$ cat config.mk
export PLATFORM = sky130hd
export DESIGN_NAME = pixel_swizzle_flat
export DESIGN_NICKNAME = d
export VERILOG_FILES = /design/src/rtl/pixel_swizzle_pkg.sv /design/src/rtl/pixel_swizzle_if.sv /design/src/rtl/pixel_swizzle_skid.sv /design/src/rtl/pixel_swizzle.sv /design/src/flat_wrapper.sv
export SDC_FILE = /design/constraint.sdc
export NUM_CORES = 1
export LEC_CHECK = 0
export BUFFER_PORTS_ARGS = -buffer_cell sky130_fd_sc_hd__buf_2
export CORE_MARGIN = 1
export CORE_UTILIZATION = 30
export CTS_CLUSTER_DIAMETER = 120
export DETAILED_ROUTE_END_ITERATION = 16
export PLACE_DENSITY = 0.46
export SLEW_MARGIN = 0
export SYNTH_ARGS = -nofsm -noshare
export SYNTH_HDL_FRONTEND = slang
export SYNTH_SLANG_ARGS = --single-unit
$ cat constraint.sdc
create_clock -name clk -period 2.65 [get_ports clk]
set_clock_uncertainty 0.15 [all_clocks]
set_input_delay 0.3975 -clock clk [delete_from_list [all_inputs] [get_ports clk]]
set_output_delay 0.3975 -clock clk [all_outputs]
set_load 0.02 [all_outputs]
$ cat src/rtl/pixel_swizzle_pkg.sv
// Shared types and constants for the pixel_swizzle video stage.
// Mode encoding, luma weights and the identity permutation builder.
package pixel_swizzle_pkg;

  typedef enum logic [1:0] {
    PXM_BYPASS  = 2'b00,
    PXM_PERMUTE = 2'b01,
    PXM_INVERT  = 2'b10,
    PXM_GRAY    = 2'b11
  } pxm_e;

  localparam int LUMA_C0    = 77;
  localparam int LUMA_C1    = 150;
  localparam int LUMA_C2    = 29;
  localparam int LUMA_RND   = 128;
  localparam int LUMA_SHIFT = 8;

  // Field i of the result holds the value i, fields SELW bits wide.
  function automatic logic [31:0] ident_perm(
    input int nch,
    input int selw
  );
    logic [31:0] r;
    r = '0;
    for (int i = 0; i < nch; i++) begin
      r = r | (32'(i) << (i * selw));
    end
    return r;
  endfunction

endpackage

$ cat src/rtl/pixel_swizzle_if.sv
// Pixel stream bundle: data with sof/eol side bits and valid/ready.
// The master drives the beat, the slave drives ready.
interface pixel_swizzle_if #(
  parameter int W = 24
);

  logic [W-1:0] data;
  logic         valid;
  logic         ready;
  logic         sof;
  logic         eol;

  modport master (
    output data, valid, sof, eol,
    input  ready
  );

  modport slave (
    input  data, valid, sof, eol,
    output ready
  );

endinterface

$ cat src/rtl/pixel_swizzle_skid.sv
// pix_skid_buf: output register plus one-entry skid buffer.
// in_ready is a flop meaning "skid empty", so no comb path to out_ready.
module pix_skid_buf #(
  parameter int WIDTH = 26
) (
  input  logic             clk,
  input  logic             rst_n,
  input  logic [WIDTH-1:0] in_data,
  input  logic             in_valid,
  output logic             in_ready,
  output logic [WIDTH-1:0] out_data,
  output logic             out_valid,
  input  logic             out_ready
);

  logic [WIDTH-1:0] skid_data;

  // Fill the output register directly; park a beat in skid on a stall
  always_ff @(posedge clk or negedge rst_n) begin
    if (!rst_n) begin
      out_data  <= '0;
      out_valid <= 1'b0;
      skid_data <= '0;
      in_ready  <= 1'b1;
    end else if (in_ready) begin
      if (!out_valid || out_ready) begin
        out_valid <= in_valid;
        if (in_valid) begin
          out_data <= in_data;
        end
      end else if (in_valid) begin
        skid_data <= in_data;
        in_ready  <= 1'b0;
      end
    end else if (out_ready) begin
      out_data  <= skid_data;
      out_valid <= 1'b1;
      in_ready  <= 1'b1;
    end
  end

endmodule

$ cat src/rtl/pixel_swizzle.sv
// Per-pixel channel permute/invert stage, config shadowed at frame start.
// Optional luma mode (extra multiply stage) under PIXEL_SWIZZLE_GRAY_EN.
module pixel_swizzle
  import pixel_swizzle_pkg::*;
#(
  parameter  int CW   = 8,
  parameter  int NCH  = 3,
  parameter  int FCW  = 16,
  localparam int SELW = $clog2(NCH)
) (
  input  logic                 clk,
  input  logic                 rst_n,
  input  logic [1:0]           cfg_mode,
  input  logic [NCH*SELW-1:0]  cfg_perm,
  pixel_swizzle_if.slave       s,
  pixel_swizzle_if.master      m,
  output logic                 cfg_err,
  output logic [FCW-1:0]       frame_cnt
);

  localparam int DW = NCH * CW;
  localparam logic [31:0] ID_ALL = ident_perm(NCH, SELW);
  localparam logic [NCH*SELW-1:0] ID_PERM = ID_ALL[NCH*SELW-1:0];

  pxm_e                sh_mode;
  pxm_e                mode;
  logic [NCH*SELW-1:0] sh_perm;
  logic [NCH*SELW-1:0] perm;
  logic                acc;
  logic                err_hit;
  logic                use_perm;
  logic [CW-1:0]       chn [NCH];
  logic [NCH-1:0]      bad;
  logic [DW-1:0]       pdata;
  logic [DW-1:0]       idata;
  logic [DW-1:0]       xdata;
  logic                in_rdy;
  logic [DW+1:0]       o_data;
  logic                o_valid;

  assign acc  = s.valid & in_rdy;
  assign mode = s.sof ? pxm_e'(cfg_mode) : sh_mode;
  assign perm = s.sof ? cfg_perm : sh_perm;

  for (genvar i = 0; i < NCH; i++) begin : g_ch
    logic [SELW-1:0] idx;
    assign idx    = perm[i*SELW +: SELW];
    assign bad[i] = int'(idx) >= NCH;
    assign chn[i] = bad[i] ? '0 : s.data[int'(idx)*CW +: CW];
    assign pdata[i*CW +: CW] = chn[i];
    assign idata[i*CW +: CW] = bad[i] ? '0 : ~chn[i];
  end

  // Select transformed pixel for the mode in force for this beat
  always_comb begin
    xdata    = s.data;
    use_perm = 1'b0;
    unique case (1'b1)
      (mode == PXM_PERMUTE): begin
        xdata    = pdata;
        use_perm = 1'b1;
      end
      (mode == PXM_INVERT): begin
        xdata    = idata;
        use_perm = 1'b1;
      end
      default: ;
    endcase
  end

`ifdef PIXEL_SWIZZLE_GRAY_EN
  localparam int PW = CW + 8;
  localparam int AW = 3 + DW + 3 * PW;

  if (NCH < 3) begin : g_nch_chk
    $error("pixel_swizzle: luma mode needs NCH >= 3");
  end

  logic          is_gray;
  logic [PW-1:0] p0, p1, p2;
  logic [AW-1:0] a_data;
  logic          a_valid;
  logic          a_ready;
  logic [PW-1:0] a_p0, a_p1, a_p2;
  logic [DW-1:0] a_x;
  logic          a_g, a_sof, a_eol;
  logic [PW-1:0] y_sum;
  logic [CW-1:0] y;

  assign is_gray = (mode == PXM_GRAY);
  assign err_hit = acc & ((use_perm & (|bad)) | (is_gray & (|bad[2:0])));

  assign p0 = PW'(LUMA_C0) * PW'(chn[0]);
  assign p1 = PW'(LUMA_C1) * PW'(chn[1]);
  assign p2 = PW'(LUMA_C2) * PW'(chn[2]);

  pix_skid_buf #(.WIDTH(AW)) u_mul (
    .clk       (clk),
    .rst_n     (rst_n),
    .in_data   ({s.sof, s.eol, is_gray, xdata, p0, p1, p2}),
    .in_valid  (s.valid),
    .in_ready  (in_rdy),
    .out_data  (a_data),
    .out_valid (a_valid),
    .out_ready (a_ready)
  );

  assign a_p2  = a_data[PW-1:0];
  assign a_p1  = a_data[2*PW-1:PW];
  assign a_p0  = a_data[3*PW-1:2*PW];
  assign a_x   = a_data[3*PW +: DW];
  assign a_g   = a_data[3*PW+DW];
  assign a_eol = a_data[3*PW+DW+1];
  assign a_sof = a_data[3*PW+DW+2];
  assign y_sum = a_p0 + a_p1 + a_p2 + PW'(LUMA_RND);
  assign y     = y_sum[PW-1:LUMA_SHIFT];

  pix_skid_buf #(.WIDTH(DW+2)) u_out (
    .clk       (clk),
    .rst_n     (rst_n),
    .in_data   ({a_sof, a_eol, a_g ? {NCH{y}} : a_x}),
    .in_valid  (a_valid),
    .in_ready  (a_ready),
    .out_data  (o_data),
    .out_valid (o_valid),
    .out_ready (m.ready)
  );
`else
  assign err_hit = acc & use_perm & (|bad);

  pix_skid_buf #(.WIDTH(DW+2)) u_out (
    .clk       (clk),
    .rst_n     (rst_n),
    .in_data   ({s.sof, s.eol, xdata}),
    .in_valid  (s.valid),
    .in_ready  (in_rdy),
    .out_data  (o_data),
    .out_valid (o_valid),
    .out_ready (m.ready)
  );
`endif

  assign s.ready = in_rdy;
  assign m.data  = o_data[DW-1:0];
  assign m.eol   = o_data[DW];
  assign m.sof   = o_data[DW+1];
  assign m.valid = o_valid;

  // Shadow config loads with each accepted sof beat; error is sticky
  always_ff @(posedge clk or negedge rst_n) begin
    if (!rst_n) begin
      sh_mode <= PXM_BYPASS;
      sh_perm <= ID_PERM;
      cfg_err <= 1'b0;
    end else begin
      if (acc && s.sof) begin
        sh_mode <= pxm_e'(cfg_mode);
        sh_perm <= cfg_perm;
      end
      if (err_hit) begin
        cfg_err <= 1'b1;
      end
    end
  end

  // Count frames as their first pixel leaves the stage
  always_ff @(posedge clk or negedge rst_n) begin
    if (!rst_n) begin
      frame_cnt <= '0;
    end else if (o_valid && m.ready && o_data[DW+1]) begin
      frame_cnt <= frame_cnt + FCW'(1);
    end
  end

endmodule

$ cat src/flat_wrapper.sv
// flat-port wrapper written by rule: the top's interface ports become plain ports
module pixel_swizzle_flat import pixel_swizzle_pkg::*;
#(
  parameter  int CW   = 8,
  parameter  int NCH  = 3,
  parameter  int FCW  = 16,
  localparam int SELW = $clog2(NCH)
)
  (clk, rst_n, cfg_mode, cfg_perm, cfg_err, frame_cnt, s_data, s_valid, s_sof, s_eol, s_ready, m_data, m_valid, m_sof, m_eol, m_ready);
  pixel_swizzle_if #(.W((24))) s_i ();
  pixel_swizzle_if #(.W((24))) m_i ();
  input  logic clk;
  input  logic rst_n;
  input  logic [1:0] cfg_mode;
  input  logic [NCH*SELW-1:0] cfg_perm;
  output logic cfg_err;
  output logic [FCW-1:0] frame_cnt;
  input wire logic [$bits(s_i.data)-1:0] s_data;
  input wire logic [$bits(s_i.valid)-1:0] s_valid;
  input wire logic [$bits(s_i.sof)-1:0] s_sof;
  input wire logic [$bits(s_i.eol)-1:0] s_eol;
  output wire logic [$bits(s_i.ready)-1:0] s_ready;
  output wire logic [$bits(m_i.data)-1:0] m_data;
  output wire logic [$bits(m_i.valid)-1:0] m_valid;
  output wire logic [$bits(m_i.sof)-1:0] m_sof;
  output wire logic [$bits(m_i.eol)-1:0] m_eol;
  input wire logic [$bits(m_i.ready)-1:0] m_ready;
  assign s_i.data = s_data;
  assign s_i.valid = s_valid;
  assign s_i.sof = s_sof;
  assign s_i.eol = s_eol;
  assign s_ready = s_i.ready;
  assign m_data = m_i.data;
  assign m_valid = m_i.valid;
  assign m_sof = m_i.sof;
  assign m_eol = m_i.eol;
  assign m_i.ready = m_ready;
  pixel_swizzle #(.CW(CW), .NCH(NCH), .FCW(FCW)) u_core (.clk(clk), .rst_n(rst_n), .cfg_mode(cfg_mode), .cfg_perm(cfg_perm), .s(s_i), .m(m_i), .cfg_err(cfg_err), .frame_cnt(frame_cnt));
endmodule
# --- Word level (Yosys, flattened, before mapping) ---
# Cells that the tools add are included.
totals:
  register_bits: 79
op_classes:
  add_sub_neg: 1
  n_shift: 3
  eq_ne: 4
  reduce_logical: 11
  n_mux: 21
  n_lt_le_gt_ge: 3
  bitwise: 7
ops:
  columns: ["op", "count"]
  rows:
  - ["2-to-1 mux 26 bit", 4]
  - ["variable part select 24 x 6 -> 8 bit", 3]
  - ["2-to-1 mux 8 bit", 6]
  - ["case mux 24 bit (2 select lines)", 1]
  - ["inverter 8 bit", 3]
  - ["adder 16 x 1 -> 16 bit, second input constant", 1]
  - ["2-to-1 mux 1 bit", 8]
  - [">= comparator 2 bit, second input constant", 3]
  - ["2-to-1 mux 6 bit", 1]
  - ["AND reduction 3 bit", 2]
  - ["bitwise AND 1 bit", 3]
  - ["logical AND 1 bit", 3]
  - ["OR reduction 3 bit", 1]
  - ["equality test 2 x 1 -> 1 bit, second input constant", 1]
  - ["equality test 2 bit, second input constant", 1]
  - ["2-to-1 mux 2 bit", 1]
  - ["inequality test 2 x 1 -> 1 bit, second input constant", 1]
  - ["inequality test 2 bit, second input constant", 1]
  - ["AND reduction 2 bit", 1]
  - ["nonzero test 2 bit", 1]
  - ["OR reduction 2 bit", 1]
  - ["logical NOT 1 bit", 1]
  - ["logical OR 1 bit", 1]
  - ["inverter 1 bit", 1]

# --- Depth between registers and ports, before layout ---
depth:
  word_depth: 9
  depth_mapped: 12

# --- Hierarchy ---
# From an unflattened synthesis, not the netlist that was laid out.
hier_totals:
  hier_cells: 413
  area_unflattened_um2: 5002.3
by_module_without_submodules:
  columns: ["module", "area_per_inst_um2", "n_inst", "cells_each"]
  rows:
  - ["pixel_swizzle", 2534.9, 1, 266]
  - ["pix_skid_buf", 2467.4, 1, 147]

# --- Least setup slack after synthesis ---
# OpenSTA, ideal clock, no wires.
synth_path:
  kind: "in2reg"
  start: "input s_sof"
  end: "register u_core.u_out.out_data[0]"
  stages: 11
  setup_ns: 0.083
  t_required_ns: 2.417
  path_slack_ns: -0.210
  path_buffers: 6
  arrival_ns: 2.627
  cell_sequence: "buf_6 > buf_2 > buf_2 > mux2i_1 > inv_1 > ha_1 > clkbuf_1 > clkbuf_1 > clkbuf_1 > a311oi_1 > o22ai_1"
synth_between:
  elab_chain_cells: 9
synth_rtl:
  columns: ["element", "line_no", "text"]
  rows:
  - ["start: declaration", "flat_wrapper.sv:20", "input wire logic [$bits(s_i.sof)-1:0] s_sof;"]
  - ["2-to-1 mux 6 bit", "pixel_swizzle.sv:43", "assign perm = s.sof ? cfg_perm : sh_perm;"]
  - ["variable part select 24 x 6 -> 8 bit / >= comparator 2 bit (equally long branches)", "pixel_swizzle.sv:49, pixel_swizzle.sv:48", null]
  - ["2-to-1 mux 8 bit", "pixel_swizzle.sv:49", "assign chn[i] = bad[i] ? '0 : s.data[int'(idx)*CW +: CW];"]
  - ["inverter 8 bit", "pixel_swizzle.sv:51", "assign idata[i*CW +: CW] = bad[i] ? '0 : ~chn[i];"]
  - ["2-to-1 mux 8 bit", "pixel_swizzle.sv:51", null]
  - ["case mux 24 bit (2 select lines) (*)", "pixel_swizzle.sv:58", "unique case (1'b1)"]
  - ["2-to-1 mux 26 bit (*)", "pixel_swizzle_skid.sv:28", "if (in_valid) begin"]
  - ["2-to-1 mux 26 bit (*)", "pixel_swizzle_skid.sv:26", "if (!out_valid || out_ready) begin"]
  - ["2-to-1 mux 26 bit (*)", "pixel_swizzle_skid.sv:25", "end else if (in_ready) begin"]
  - ["end signal: assignment", "pixel_swizzle_skid.sv:29", "out_data <= in_data;"]
  - ["end signal: assignment", "pixel_swizzle_skid.sv:36", "out_data <= skid_data;"]
  - ["end: declaration", "pixel_swizzle_skid.sv:11", "output logic [WIDTH-1:0] out_data,"]
# Mark *: on every way between the ends. The rest lies on a longest branch, timed or not. The select of a mux whose other input is x is not followed.
# A chain may end at the register's enable or synchronous reset.

# --- Worst setup path in the final report ---
layout_path:
  start: "register u_core.sh_mode[1]"
  end: "register u_core.u_out.skid_data[1]"
layout_between:
  elab_chain_cells: 3
layout_rtl:
  columns: ["element", "line_no", "text"]
  rows:
  - ["start: declaration", "pixel_swizzle.sv:25", "pxm_e sh_mode;"]
  - ["start signal: assignment", "pixel_swizzle.sv:157", "sh_mode <= pxm_e'(cfg_mode);"]
  - ["2-to-1 mux 2 bit (*)", "pixel_swizzle.sv:42", "assign mode = s.sof ? pxm_e'(cfg_mode) : sh_mode;"]
  - ["equality test 2 bit / equality test 2 x 1 -> 1 bit (equally long branches)", "pixel_swizzle.sv:63, pixel_swizzle.sv:59", null]
  - ["case mux 24 bit (2 select lines) (*)", "pixel_swizzle.sv:58", null]
  - ["end signal: assignment", "pixel_swizzle_skid.sv:32", "skid_data <= in_data;"]
  - ["end: declaration", "pixel_swizzle_skid.sv:16", "logic [WIDTH-1:0] skid_data;"]
# Mark *: on every way between the ends. The rest lies on a longest branch, timed or not.

==> run metrics <==
TritonCTS clock tree=done; I/O pin count=83; remaining antenna violation count after routing=0; Worst Path Arrival=2460 ps; vias in the first global route=4397; CTS buffer count=9; Cells after Synth=between 500 and 600; EDFF count, synth=0; RR Endpoint=u_core.u_out.skid_data[1]; Hold EP=u_core.u_out.skid_data[24]; DP HPWL=10.99 mm; GRT Total Usage=18.66%; vias per std cell=5.305; total vias in the final route=4467; Yosys top cell area share=38.57%; port bufs=82; Lkg Pwr=2.707 nW; Post-CTS Resized=0; CTS sink cnt=79; Crit Path Class=reg -> reg; Crit Reg-Reg Startpoint=u_core.sh_mode[1]; Crit. Startpoint=u_core.sh_mode[1]; worst min-delay path startpoint=s_eol; Row Count=46; most frequent cell after synthesis=dfrtp_1; Slew Viols, Final=0; worst hold path class=in -> reg; synth unique cells=60; worst skew pair latency=340 ps; final-report hold violation count=0; WL/cell=17.60 um; Final setup viols=0; Slew headroom=45.84%; # fillers=1650; clock slew at reported path FFs=~60 ps; Worst Tran Pin Value=807.0 ps; clock buffer depth=2; crit path launch type=register; Final period util=about nine tenths; Worst VDD drop=0.3807 mV; H-tree depth=3; Seq/Total Area, Yosys=40.17%; GPL Wtd Cong=0.7879; area leader, netlist=dfrtp_1; highest clock rate=0.4252 GHz; initial antenna violation count=2; remaining routing DRC violations=0; Nets=660; R2R setup slack=just under 300 ps; core area=15940 sq um; Critical Path Fanout Max=8; first-pass GRT wire length=23.94 mm; drt first pass iters=5; initial core utilization=a little under a third; Die Wd=130.2 um; min Tclk post-route=around 2400 ps; grt ovf=0; Mean Syn Cell Area=9.286 sq um; R2R cell count=8; fin util=37.92%; die area=16950 sq um; ys async rst share=100.0%; outcome=complete, no violations; RSZ-0062 raised after global routing=false; Cell Area, Synth=4931 sq um; Area Overhead vs Synth=22.61%; Die H=130.2 um; Syn Nets=about 570; final wirelength=14.82 mm; Power Dens Cells=837.5 nW/um^2; Yosys Warn Count=0; Max Cap Viol=0; Root Buffer=clkbuf_16; Worst EP required=2760 ps; initial DRC count=239; most frequent cells after synthesis=dfrtp_1, nand2_1, nor2_1; ratio of cells with drive above 1 in the final layout=24.20%; setup TNS=0 ps; FF+latch count, synth=79; Worst Hold Path Cells=3; pin count of the biggest net entering global routing=42; Worst Setup End Kind=register; Most used DFF post-synth=dfrtp_1; top post-synthesis cells by area=dfrtp_1, mux2i_1, nand2_1
## layer usage
metal | GRT usage, % | vias up | routed length [um]
met5 | 0 | - | 0
met4 | 6.293 | 0 | 188
met3 | 3.444 | 11 | 752
met2 | 30.48 | 131 | 6829
met1 | 24.75 | 2172 | 7051
li1 | - | 2153 | -
## cells by family after synthesis
group	share of synthesized area [%]
xor+xnor	2.664
buf+inv	3.781
simple gates	17.38
flops	40.17
compound gates	20.76
mux	14.49
fa+ha+maj	0.7613
## stage by stage
stage          cell area, sq um  hold WS, ps  cells  power, mW  worst slack (ps)
3_3_place_gp               5738        287.8    823      3.813             106.5
4_1_cts                    6041        107.8    840      5.127             309.7
2_1_floorplan              4945       -48.09    531      3.125             17.50
6_report                   6046        113.5    842      5.064             298.0
3_5_place_dp               5738        288.1    823      3.858             80.20
5_1_grt                    6043        118.9    841      5.425             171.6
## layout make-up
| cell class | instances | area (sq um) | area share (%) |
|---|---|---|---|
| tap | 216 | 270.3 | 4.470 |
| sequential | 79 | 1981 | 32.76 |
| inverter | 10 | 37.54 | 0.6209 |
| antenna | 2 | 5.005 | 0.08278 |
| clock inverter | 3 | 42.54 | 0.7036 |
| multi-input combinational | 408 | 2764 | 45.72 |
| clock buffer | 13 | 250.2 | 4.139 |
| timing repair buffer | 111 | 695.7 | 11.51 |
## placed cells by master, fill, tap and decap left out, types with 6 or more instances in the layout
cell type  Yosys  final
buf_2          5     81
dfrtp_1       76     76
nand2_1       54     54
nor2_1        44     44
mux2i_1       43     43
o21ai_0       32     32
buf_4          2     24
nand2b_1      22     22
a31oi_1       21     21
a21oi_1       18     18
mux2_2        16     16
o221ai_1      13     13
nand3_1       13     13
nor2b_1       11     11
o22ai_1       11     11
inv_1         10     10
xnor2_1        9      9
clkbuf_16      0      9
a22oi_1        8      8
o311ai_1       7      7
xor2_1         6      6
## repair_timing
action	in CTS	in global routing
endpoints found under the hold margin	37	0
setup buffers	0	0
hold buffers	1	0
## critical path, cell delays in order (launching register included)
cell and delay [ps]:
dfrtp_1 380, mux2i_1 170, inv_1 60, ha_1 400, a311o_1 400, buf_4 180
a21oi_1 120, o221ai_1 180, a31oi_1 220
## registers in the layout, indices dropped and copies added, names as in the netlist
register,count
u_core.u_out.out_valid,1
u_core.sh_mode,2
u_core.u_out.in_ready,1
u_core.sh_perm,6
u_core.u_out.skid_data,26
u_core.u_out.out_data,26
u_core.frame_cnt,16
u_core.cfg_err,1
## worst max path at each step
stage | to
floorplan | u_core.u_out.out_data[15]
CTS | u_core.u_out.skid_data[1]
global placement | u_core.u_out.skid_data[2]
finish | u_core.u_out.skid_data[1]
global route | u_core.u_out.skid_data[2]
detailed placement | u_core.u_out.skid_data[1]
## power breakdown
group | switching [mW] | leakage (nW) | internal, mW | total, mW
clock | 0.484 | 0.140 | 0.755 | 1.24
sequential | 0.256 | 0.954 | 1.60 | 1.85
combinational | 1.17 | 1.61 | 0.805 | 1.97
total | 1.91 | 2.71 | 3.16 | 5.06
Power figures use the tool's default switching activity.
